===== config.mk =====
export PLATFORM = sky130hd
export DESIGN_NAME = display_scan_7seg
export DESIGN_NICKNAME = d
export VERILOG_FILES = /design/src/rtl/display_scan_7seg.sv
export SDC_FILE = /design/constraint.sdc
export NUM_CORES = 1
export LEC_CHECK = 0
export CELL_PAD_IN_SITES_DETAIL_PLACEMENT = 0
export CELL_PAD_IN_SITES_GLOBAL_PLACEMENT = 1
export CORE_ASPECT_RATIO = 1.75
export CORE_MARGIN = 3
export CORE_UTILIZATION = 48
export CTS_CLUSTER_SIZE = 16
export DETAILED_ROUTE_END_ITERATION = 16
export HOLD_SLACK_MARGIN = 0.1
export PLACE_DENSITY = 0.9
export SYNTH_ARGS = -nofsm -noshare
export SYNTH_HDL_FRONTEND = slang
export SYNTH_SLANG_ARGS = --single-unit

===== constraint.sdc =====
create_clock -name i_Clk -period 4.3 [get_ports i_Clk]
set_clock_uncertainty 0.05 [all_clocks]
set_input_delay 0.86 -clock i_Clk [delete_from_list [all_inputs] [get_ports i_Clk]]
set_output_delay 0.86 -clock i_Clk [all_outputs]
set_load 0.005 [all_outputs]

===== src/rtl/display_scan_7seg.sv =====
// rtl/display_scan_7seg.sv - multiplexed N-digit 7-segment scanner with dead-time and frame-synchronous data swap
// Staging captures on i_Load; shadow (what is scanned) updates only at frame boundaries.
module display_scan_7seg #(
  parameter int N_DIG    = 4,
  parameter int DEAD_CYC = 8
) (
  input  logic               i_Clk,
  input  logic               i_Reset,
  input  logic               i_Tick,
  input  logic               i_Load,
  input  logic [4*N_DIG-1:0] i_Data,
  input  logic [N_DIG-1:0]   i_Dp,
  input  logic               i_Blank_Lz,
  output logic [N_DIG-1:0]   o_Anode,
  output logic [6:0]         o_Seg,
  output logic               o_Dp,
  output logic               o_Frame
);

  localparam int IDX_W = $clog2(N_DIG);

  typedef enum logic [1:0] {IDLE, BLANK, DRIVE} state_t;

  state_t             state_q;
  logic [IDX_W-1:0]   idx_q;
  logic [7:0]         dead_q;
  logic [4*N_DIG-1:0] stage_data_q;
  logic [N_DIG-1:0]   stage_dp_q;
  logic [4*N_DIG-1:0] shadow_data_q;
  logic [N_DIG-1:0]   shadow_dp_q;
  logic               pend_q;

  logic [3:0]         digit_d;
  logic [N_DIG:0]     zero_up_d;
  logic               lz_blank_d;
  logic [6:0]         seg_d;
  logic [N_DIG-1:0]   anode_d;
  logic               dp_d;
  logic [IDX_W-1:0]   idx_next_d;
  logic               last_d;
  logic               boundary_d;

  function automatic logic [6:0] hex_to_seg(input logic [3:0] h);
    case (h)
      4'h0: hex_to_seg = 7'h40;
      4'h1: hex_to_seg = 7'h79;
      4'h2: hex_to_seg = 7'h24;
      4'h3: hex_to_seg = 7'h30;
      4'h4: hex_to_seg = 7'h19;
      4'h5: hex_to_seg = 7'h12;
      4'h6: hex_to_seg = 7'h02;
      4'h7: hex_to_seg = 7'h78;
      4'h8: hex_to_seg = 7'h00;
      4'h9: hex_to_seg = 7'h10;
      4'hA: hex_to_seg = 7'h08;
      4'hB: hex_to_seg = 7'h03;
      4'hC: hex_to_seg = 7'h46;
      4'hD: hex_to_seg = 7'h21;
      4'hE: hex_to_seg = 7'h06;
      default: hex_to_seg = 7'h0E;
    endcase
  endfunction

  // zero_up_d[k] is set when digit k and every digit above it are zero
  always_comb begin
    zero_up_d = '0;
    zero_up_d[N_DIG] = 1'b1;
    for (int k = N_DIG - 1; k >= 0; k--) begin
      zero_up_d[k] = zero_up_d[k+1] & (shadow_data_q[4*k +: 4] == 4'd0);
    end
  end

  always_comb begin
    digit_d    = shadow_data_q[{idx_q, 2'b00} +: 4];
    lz_blank_d = i_Blank_Lz && (idx_q != '0) && zero_up_d[idx_q];
    seg_d      = lz_blank_d ? 7'h7F : hex_to_seg(digit_d);
    anode_d    = ~(N_DIG'(1) << idx_q);
    dp_d       = ~shadow_dp_q[idx_q];
    last_d     = (idx_q == IDX_W'(N_DIG - 1));
    idx_next_d = last_d ? '0 : idx_q + 1'b1;
    boundary_d = i_Tick && ((state_q == IDLE) || ((state_q == DRIVE) && last_d));
  end

  always_ff @(posedge i_Clk or negedge i_Reset) begin
    if (!i_Reset) begin
      state_q       <= IDLE;
      idx_q         <= '0;
      dead_q        <= '0;
      stage_data_q  <= '0;
      stage_dp_q    <= '0;
      shadow_data_q <= '0;
      shadow_dp_q   <= '0;
      pend_q        <= 1'b0;
      o_Anode       <= '1;
      o_Seg         <= 7'h7F;
      o_Dp          <= 1'b1;
      o_Frame       <= 1'b0;
    end else begin
      o_Anode <= '1;
      o_Seg   <= 7'h7F;
      o_Dp    <= 1'b1;
      o_Frame <= boundary_d;

      // A boundary copies the staging value that existed before this edge
      if (boundary_d && pend_q) begin
        shadow_data_q <= stage_data_q;
        shadow_dp_q   <= stage_dp_q;
      end
      if (i_Load) begin
        stage_data_q <= i_Data;
        stage_dp_q   <= i_Dp;
        pend_q       <= 1'b1;
      end else if (boundary_d) begin
        pend_q <= 1'b0;
      end

      case (state_q)
        IDLE: begin
          if (i_Tick) begin
            state_q <= BLANK;
            idx_q   <= '0;
            dead_q  <= 8'(DEAD_CYC - 1);
          end
        end
        BLANK: begin
          if (dead_q == 8'd0) begin
            state_q <= DRIVE;
            o_Anode <= anode_d;
            o_Seg   <= seg_d;
            o_Dp    <= dp_d;
          end else begin
            dead_q <= dead_q - 8'd1;
          end
        end
        DRIVE: begin
          if (i_Tick) begin
            state_q <= BLANK;
            idx_q   <= idx_next_d;
            dead_q  <= 8'(DEAD_CYC - 1);
          end else begin
            o_Anode <= anode_d;
            o_Seg   <= seg_d;
            o_Dp    <= dp_d;
          end
        end
        default: state_q <= IDLE;
      endcase
    end
  end

endmodule


==> flow_summary_export.csv, run 1 <==
group,metric,value,unit
global_routing,grt_pass1_vias,2096,
route,finalWirelength,5589,um
timing,max_slew.worst_pin.slew,1.081,ns
critical_path,cp-end-kind,"flop",
critical_path,reg2reg_depth,5,
hold_path,worstHoldPathType,"reg2reg",
timing,hold-worst-slack,0.4576,ns
critical_path,crit_path_start_kind,"primary input",
place,place_congestion,0.8762,
timing,achievable-frequency,400.7,MHz
critical_path,rrSetupSlack,1.96,ns
critical_path,critical_path.max_fanout,20,
critical_path,rr_startpoint,"idx_q[0]",
logic_synthesis,yosys_warnings,0,
route,dr_total_vias,2029,
hold_path,number_of_cells_traversed_by_the_worst_hold_path,1,
critical_path,critPathBufInv,1,
clock_network,number_of_buffers_added_by_the_clock_tree_synthesis_step,9,
hold_path,worst_hold_path.endpoint,"shadow_data_q[15]",
logic_synthesis,synthCells,254,
finish,areaGrowthSynthToFinish,20.66,%
clock_network,cts-root-to-sink-buffers,2,
floorplan,floorplan.die_area,7660,um2
route,route.antenna.remaining_nets,0,
critical_path,worstPathCellList,"clkdlybuf4s50_1, nor2b_1, nand2_1, mux2_2",
power_and_ir_drop,design_power_total,2308,uW
critical_path,cpPeakStageDelay,0.58,ns
timing,setup-tns-final,0,ns
logic_synthesis,edff_count_synth,0,
route,drtPass1Iterations,4,
logic_synthesis,synth_largest_area_cell,"sky130_fd_sc_hd__dfrtp_1",
clock_network,clock-sinks,66,
flow_run,max_cap_violation_count,0,
global_routing,global_route_wire_length_before_repair,9687,um
logic_synthesis,postSynth.topFlopCell,"sky130_fd_sc_hd__dfrtp_1",
critical_path,cp_data_arrival_time,2.66,ns
route,via_per_inst,5.411,
place,worst_slack_placed,1.452,ns
global_routing,grtUsageTotal,16.76,%
timing,rsz_0062_raised_after_global_routing,"false",
logic_synthesis,cell_variety_after_synth,45,
timing,finalSetupViolations,0,
logic_synthesis,synth_seq_area_share,52.52,%
place,placed_area,3577,um2
finish,n_fill_cell,515,
power_and_ir_drop,sw_frac_of_total,30.28,%
logic_synthesis,synth.avg_cell_area,12.49,um2
power_and_ir_drop,worst_ir_drop_vdd,0.4171,mV
critical_path,timing.rr.end,"shadow_data_q[11]",
power_and_ir_drop,power.static_leakage,0.001595,uW
route,drt-initial-drc-count,88,
clock_network,worst_setup_hold_path_clk_slew,0.07,ns
finish,diodes,0,
timing,minimum_clock_period_after_layout,2.496,ns
clock_network,cts-htree-levels,3,
logic_synthesis,net_count_after_synthesis,294,
logic_synthesis,netlist_top_cells_count,"sky130_fd_sc_hd__dfrtp_1 (54), sky130_fd_sc_hd__mux2_2 (41), sky130_fd_sc_hd__nor2_1 (18), sky130_fd_sc_hd__o21ai_0 (16), sky130_fd_sc_hd__ha_1 (15)",
timing,timing.max_slew.rel_slack,27.93,%
logic_synthesis,synthesized_flop_and_latch_total,66,
clock_network,cts.root.buffer_cell,"sky130_fd_sc_hd__clkbuf_8",
logic_synthesis,syn_area,3173,um2
timing,worst_slack,1.804,ns
power_and_ir_drop,fraction_of_power_consumed_by_sequential_logic,40.7,%
floorplan,initial_utilization,50.18,%
timing,layout_worst_path_cycle_share,58.04,%
clock_network,cts-resized-gates,0,
timing,finalMaxSlewViolations,0,
power_and_ir_drop,p_comb_share,31.9,%
hold_path,worstHoldStart,"stage_data_q[15]",
finish,finish.instance_area,3829,um2
run_status,run_status,"completed",
critical_path,cp.required,4.47,ns
clock_network,post_cts_setup_buffer_count,0,
clock_network,cts_hold_fix_bufs,0,
route,routedWlPerCell,14.90,um
clock_network,tritoncts_clock_tree,"yes",
power_and_ir_drop,switchingPower,698.6,uW
power_and_ir_drop,power.density,602.7,nW/um2
logic_synthesis,synth_top_area_share,42.59,%
finish,final_layout_size_suffix_gt1_share,27.46,%
clock_network,clk_latency,0.34,ns
floorplan,floorplan_core_area,6324,um2
logic_synthesis,synth.area.top_cells,"sky130_fd_sc_hd__dfrtp_1 (43%), sky130_fd_sc_hd__mux2_2 (15%), sky130_fd_sc_hd__dfstp_2 (9.9%)",
finish,finish.net_count,330,
power_and_ir_drop,clockPowerShare,27.3,%
global_routing,grt.overflow.total,0,
place,io_buffer_count,37,
global_routing,grt_max_degree,50,
floorplan,die_height,113.6,um
route,drc,0,
logic_synthesis,synth-async-reset-ratio,100.0,%
logic_synthesis,synth.most_common_cell,"sky130_fd_sc_hd__dfrtp_1",
power_and_ir_drop,cellInternalPower,1609,uW
floorplan,overall_die_width,67.46,um
critical_path,timing.critical_path.slowest_stage_cell,"sky130_fd_sc_hd__clkdlybuf4s50_1",
global_routing,grt_antenna_before_repair,0,
place,place_hpwl,4097,um
critical_path,timing.critical_path.max_delay_family,"simple AND/OR/NAND/NOR gates",
floorplan,boundaryPins,38,
timing,final_hold_violation_count,0,
critical_path,timing.setup.critical_path_class,"in2reg",
floorplan,floorplan.rows,38,
worst max path at each step:
stage / startpoint / to / slack (ns) / cells past startpoint
global route: i_Tick / shadow_data_q[2] / 1.69 / 4
floorplan: i_Tick / dead_q[5] / 2.19 / 5
detailed placement: i_Tick / shadow_data_q[5] / 1.45 / 4
CTS: i_Tick / shadow_data_q[11] / 1.82 / 4
global placement: i_Tick / dead_q[5] / 1.53 / 6
finish: i_Tick / shadow_data_q[11] / 1.80 / 4
cells in the final DEF, fill, tap and decap left out, types with 3 or more instances in the layout:
master,n
sky130_fd_sc_hd__a21oi_1,10
sky130_fd_sc_hd__a31oi_1,4
sky130_fd_sc_hd__bufinv_16,3
sky130_fd_sc_hd__clkbuf_8,10
sky130_fd_sc_hd__clkdlybuf4s50_1,36
sky130_fd_sc_hd__dfrtp_1,54
sky130_fd_sc_hd__dfstp_2,12
sky130_fd_sc_hd__ha_1,15
sky130_fd_sc_hd__inv_1,11
sky130_fd_sc_hd__mux2_2,41
sky130_fd_sc_hd__mux2i_1,4
sky130_fd_sc_hd__mux4_2,5
sky130_fd_sc_hd__nand2_1,10
sky130_fd_sc_hd__nor2_1,18
sky130_fd_sc_hd__nor3_1,3
sky130_fd_sc_hd__nor4_1,5
sky130_fd_sc_hd__o21ai_0,16
layout make-up:
cell class | count | area [um2] | share of cell area, %
Timing Repair Buffer | 38 | 372.9 | 9.739
Inverter | 12 | 45.04 | 1.176
Clock inverter | 6 | 113.9 | 2.974
Clock buffer | 10 | 137.6 | 3.595
Multi-Input combinational cell | 163 | 1393 | 36.37
Sequential cell | 66 | 1667 | 43.53
Tap cell | 80 | 100.1 | 2.614
registers in the layout (all words and copies together) (netlist names):
name	cells
pend_q	1
shadow_data_q	16
o_Anode	4
stage_dp_q	4
state_q	2
stage_data_q	16
o_Seg	7
o_Frame	1
shadow_dp_q	4
idx_q	2
o_Dp	1
dead_q	8
through the flow:
stage	utilization [%]	instances
after floorplan	-	254
after global placement	56.57	359
after detailed placement	56.57	359
after CTS	60.55	375
after global routing	60.55	375
final	60.55	375
per-layer routing:
| metal | wire length, um | vias to the layer above | global-route usage [%] |
|---|---|---|---|
| met5 | 0 | - | 0 |
| met3 | 192 | 10 | 4.433 |
| met4 | 119 | 0 | 7.859 |
| met2 | 2945 | 44 | 27.59 |
| li1 | - | 987 | - |
| met1 | 2331 | 988 | 19.91 |
power by group through the flow:
stage | clock network, uW | registers, uW | logic (uW)
floorplan | 0 | 918 | 519
global route | 673 | 961 | 828
global placement | 0 | 941 | 720
finish | 631 | 940 | 737
CTS | 647 | 942 | 739
detailed placement | 0 | 952 | 734
cell families after synthesis:
logic type               count (synthesis)  share of synthesized area, %
AO/OA/AOI/OAI                           49                         10.84
XOR/XNOR                                 3                        0.8282
adder cells (fa/ha/maj)                 15                         5.915
buffers and inverters                   25                         3.588
flip-flops                              66                         52.52
multiplexers                            50                         19.36
AND/OR/NAND/NOR                         46                         6.940
Note: power is estimated with default switching activity, not from simulation.
==> run 2: changes to the inputs <==
CORE_UTILIZATION = 45   (was 48)
PLACE_DENSITY = 0.85   (was 0.9)
clock period = 2.6 ns   (was 4.3 ns; I/O delays follow)
==> flow_summary_export.csv, run 2 (synthesized netlist as in run 1, its figures left out) <==
group,metric,value,unit
floorplan,floorplan.die_area,8134,um2
route,routedWlPerCell,15.51,um
finish,areaGrowthSynthToFinish,26.70,%
global_routing,grt_max_degree,47,
timing,worst_slack,0.3727,ns
route,route.antenna.remaining_nets,0,
clock_network,number_of_buffers_added_by_the_clock_tree_synthesis_step,9,
place,io_buffer_count,37,
power_and_ir_drop,power.density,1067,nW/um2
clock_network,cts.root.buffer_cell,"sky130_fd_sc_hd__clkbuf_16",
timing,hold-worst-slack,0.1095,ns
power_and_ir_drop,power.static_leakage,0.001701,uW
timing,setup-tns-final,0,ns
power_and_ir_drop,worst_ir_drop_vdd,0.5691,mV
timing,rsz_0062_raised_after_global_routing,"false",
finish,fin_cells,385,
floorplan,initial_utilization,47.46,%
route,dr_total_vias,2090,
global_routing,grtUsageTotal,16.52,%
timing,achievable-frequency,449.0,MHz
timing,final_hold_violation_count,0,
critical_path,timing.critical_path.max_delay_family,"compound AO/OA/AOI/OAI gates",
run_status,run_status,"completed",
finish,layout.cells.most_common,"sky130_fd_sc_hd__dfrtp_1",
place,place_congestion,0.8125,
clock_network,worst_setup_hold_path_clk_slew,0.05,ns
clock_network,cts-htree-levels,3,
finish,top_regs,"shadow_data_q (16), stage_data_q (16), dead_q (8)",
critical_path,worstPathCellList,"inv_1, ha_1, o21ba_4, or3_4, a211oi_2, a21oi_1, a31o_1",
critical_path,critical_path.max_fanout,9,
finish,diodes,0,
global_routing,grtUsageMet2,29.91,%
timing,finalSetupViolations,0,
clock_network,post_cts_setup_buffer_count,0,
finish,finish.net_count,338,
clock_network,clock-sinks,66,
place,worst_slack_placed,0.2447,ns
critical_path,crit_path_start_kind,"flop",
clock_network,cts-root-to-sink-buffers,2,
floorplan,overall_die_width,69.48,um
timing,layout_worst_path_cycle_share,85.66,%
critical_path,cp-end-kind,"flop",
timing,finalMaxSlewViolations,0,
critical_path,timing.setup.critical_path_class,"reg2reg",
floorplan,die_height,117.1,um
clock_network,clk_latency,0.33,ns
route,drtPass1Iterations,4,
timing,timing.max_slew.rel_slack,54.94,%
place,post_place_cells,369,
clock_network,cts_hold_fix_bufs,0,
global_routing,global_route_wire_length_before_repair,10280,um
place,place_hpwl,4341,um
clock_network,tritoncts_clock_tree,"yes",
timing,max_slew.worst_pin.slew,0.6734,ns
clock_network,cts-resized-gates,0,
route,drc,0,
critical_path,timing.critical_path.slowest_stage_cell,"sky130_fd_sc_hd__or3_4",
global_routing,grt.overflow.total,0,
route,drt-initial-drc-count,107,
global_routing,grt_pass1_vias,2246,
global_routing,globalRouteMet1Util,16.78,%
global_routing,grt_antenna_before_repair,0,
hold_path,worstHoldPathType,"in2async",
timing,minimum_clock_period_after_layout,2.227,ns
floorplan,boundaryPins,38,
flow_run,max_cap_violation_count,0,
route,finalWirelength,5970,um
floorplan,floorplan_core_area,6685,um2
floorplan,floorplan.rows,39,
route,via_per_inst,5.429,
global_routing,groute.layer.met3.usage,4.103,%
finish,mostFrequentLayoutCells,"sky130_fd_sc_hd__dfrtp_1 (54), sky130_fd_sc_hd__mux2_2 (41), sky130_fd_sc_hd__clkdlybuf4s50_1 (36)",
finish,final_layout_size_suffix_gt1_share,29.04,%
global_routing,grt_busiest_layer,"met2",
critical_path,critPathBufInv,1,
critical_path,cpPeakStageDelay,0.42,ns
critical_path,cp.required,2.77,ns
critical_path,cp_data_arrival_time,2.40,ns
==> run 2: cell types whose count changed in the layout (fill, tap and decap cells not counted) <==
cell and delta:
sky130_fd_sc_hd__buf_12 +1, sky130_fd_sc_hd__buf_4 +7, sky130_fd_sc_hd__bufinv_16 +1, sky130_fd_sc_hd__clkbuf_1 +1, sky130_fd_sc_hd__clkbuf_16 +9, sky130_fd_sc_hd__clkbuf_8 -9, sky130_fd_sc_hd__clkinv_2 +1, sky130_fd_sc_hd__clkinv_4 -1
sky130_fd_sc_hd__clkinvlp_4 -2
==> run 2: layout make-up <==
class / instances / area [um2]
inverters: 12 / 45.04
clock inverters: 5 / 125.1
flip-flops and latches: 66 / 1667
well taps: 82 / 102.6
multi-input cells: 163 / 1393
repair buffers: 46 / 445.4
fillers: 534 / 2665
clock buffers: 11 / 242.7
==> run 2: metrics by stage <==
stage          instance area, um2  util [%]  total power [uW]
3_5_place_dp                 3652     54.63              2832
4_1_cts                      4020     60.13              4336
6_report                     4020     60.13              4290
3_3_place_gp                 3652     54.63              2785
5_1_grt                      4020     60.13              4538
2_1_floorplan                3173         -              2376
==> run 2: power by group <==
part | internal [uW] | total, uW | switching [uW]
logic | 643 | 1260 | 618
clock network | 1060 | 1470 | 415
registers | 1380 | 1560 | 181
==> run 2: routing by layer <==
layer / wire (um) / up-vias / share of wire [%]
li1: - / 1003 / -
met1: 2297 / 1027 / 38
met2: 3232 / 42 / 54
met3: 228 / 18 / 3.8
met4: 212 / 0 / 3.6
met5: 0 / - / 0
==> run 2: worst paths after layout <==
path	start	endpoint	slack, ns	cells past startpoint
min in group i_Clk	stage_data_q[11]	stage_data_q[11]	0.45	1
max	state_q[0]	dead_q[7]	0.37	7
max in group asynchronous	i_Reset	o_Anode[0]	1.71	2
max reg2reg	state_q[0]	dead_q[7]	0.37	7
min reg2reg	stage_data_q[11]	stage_data_q[11]	0.45	1
min	i_Reset	shadow_dp_q[2]	0.11	1
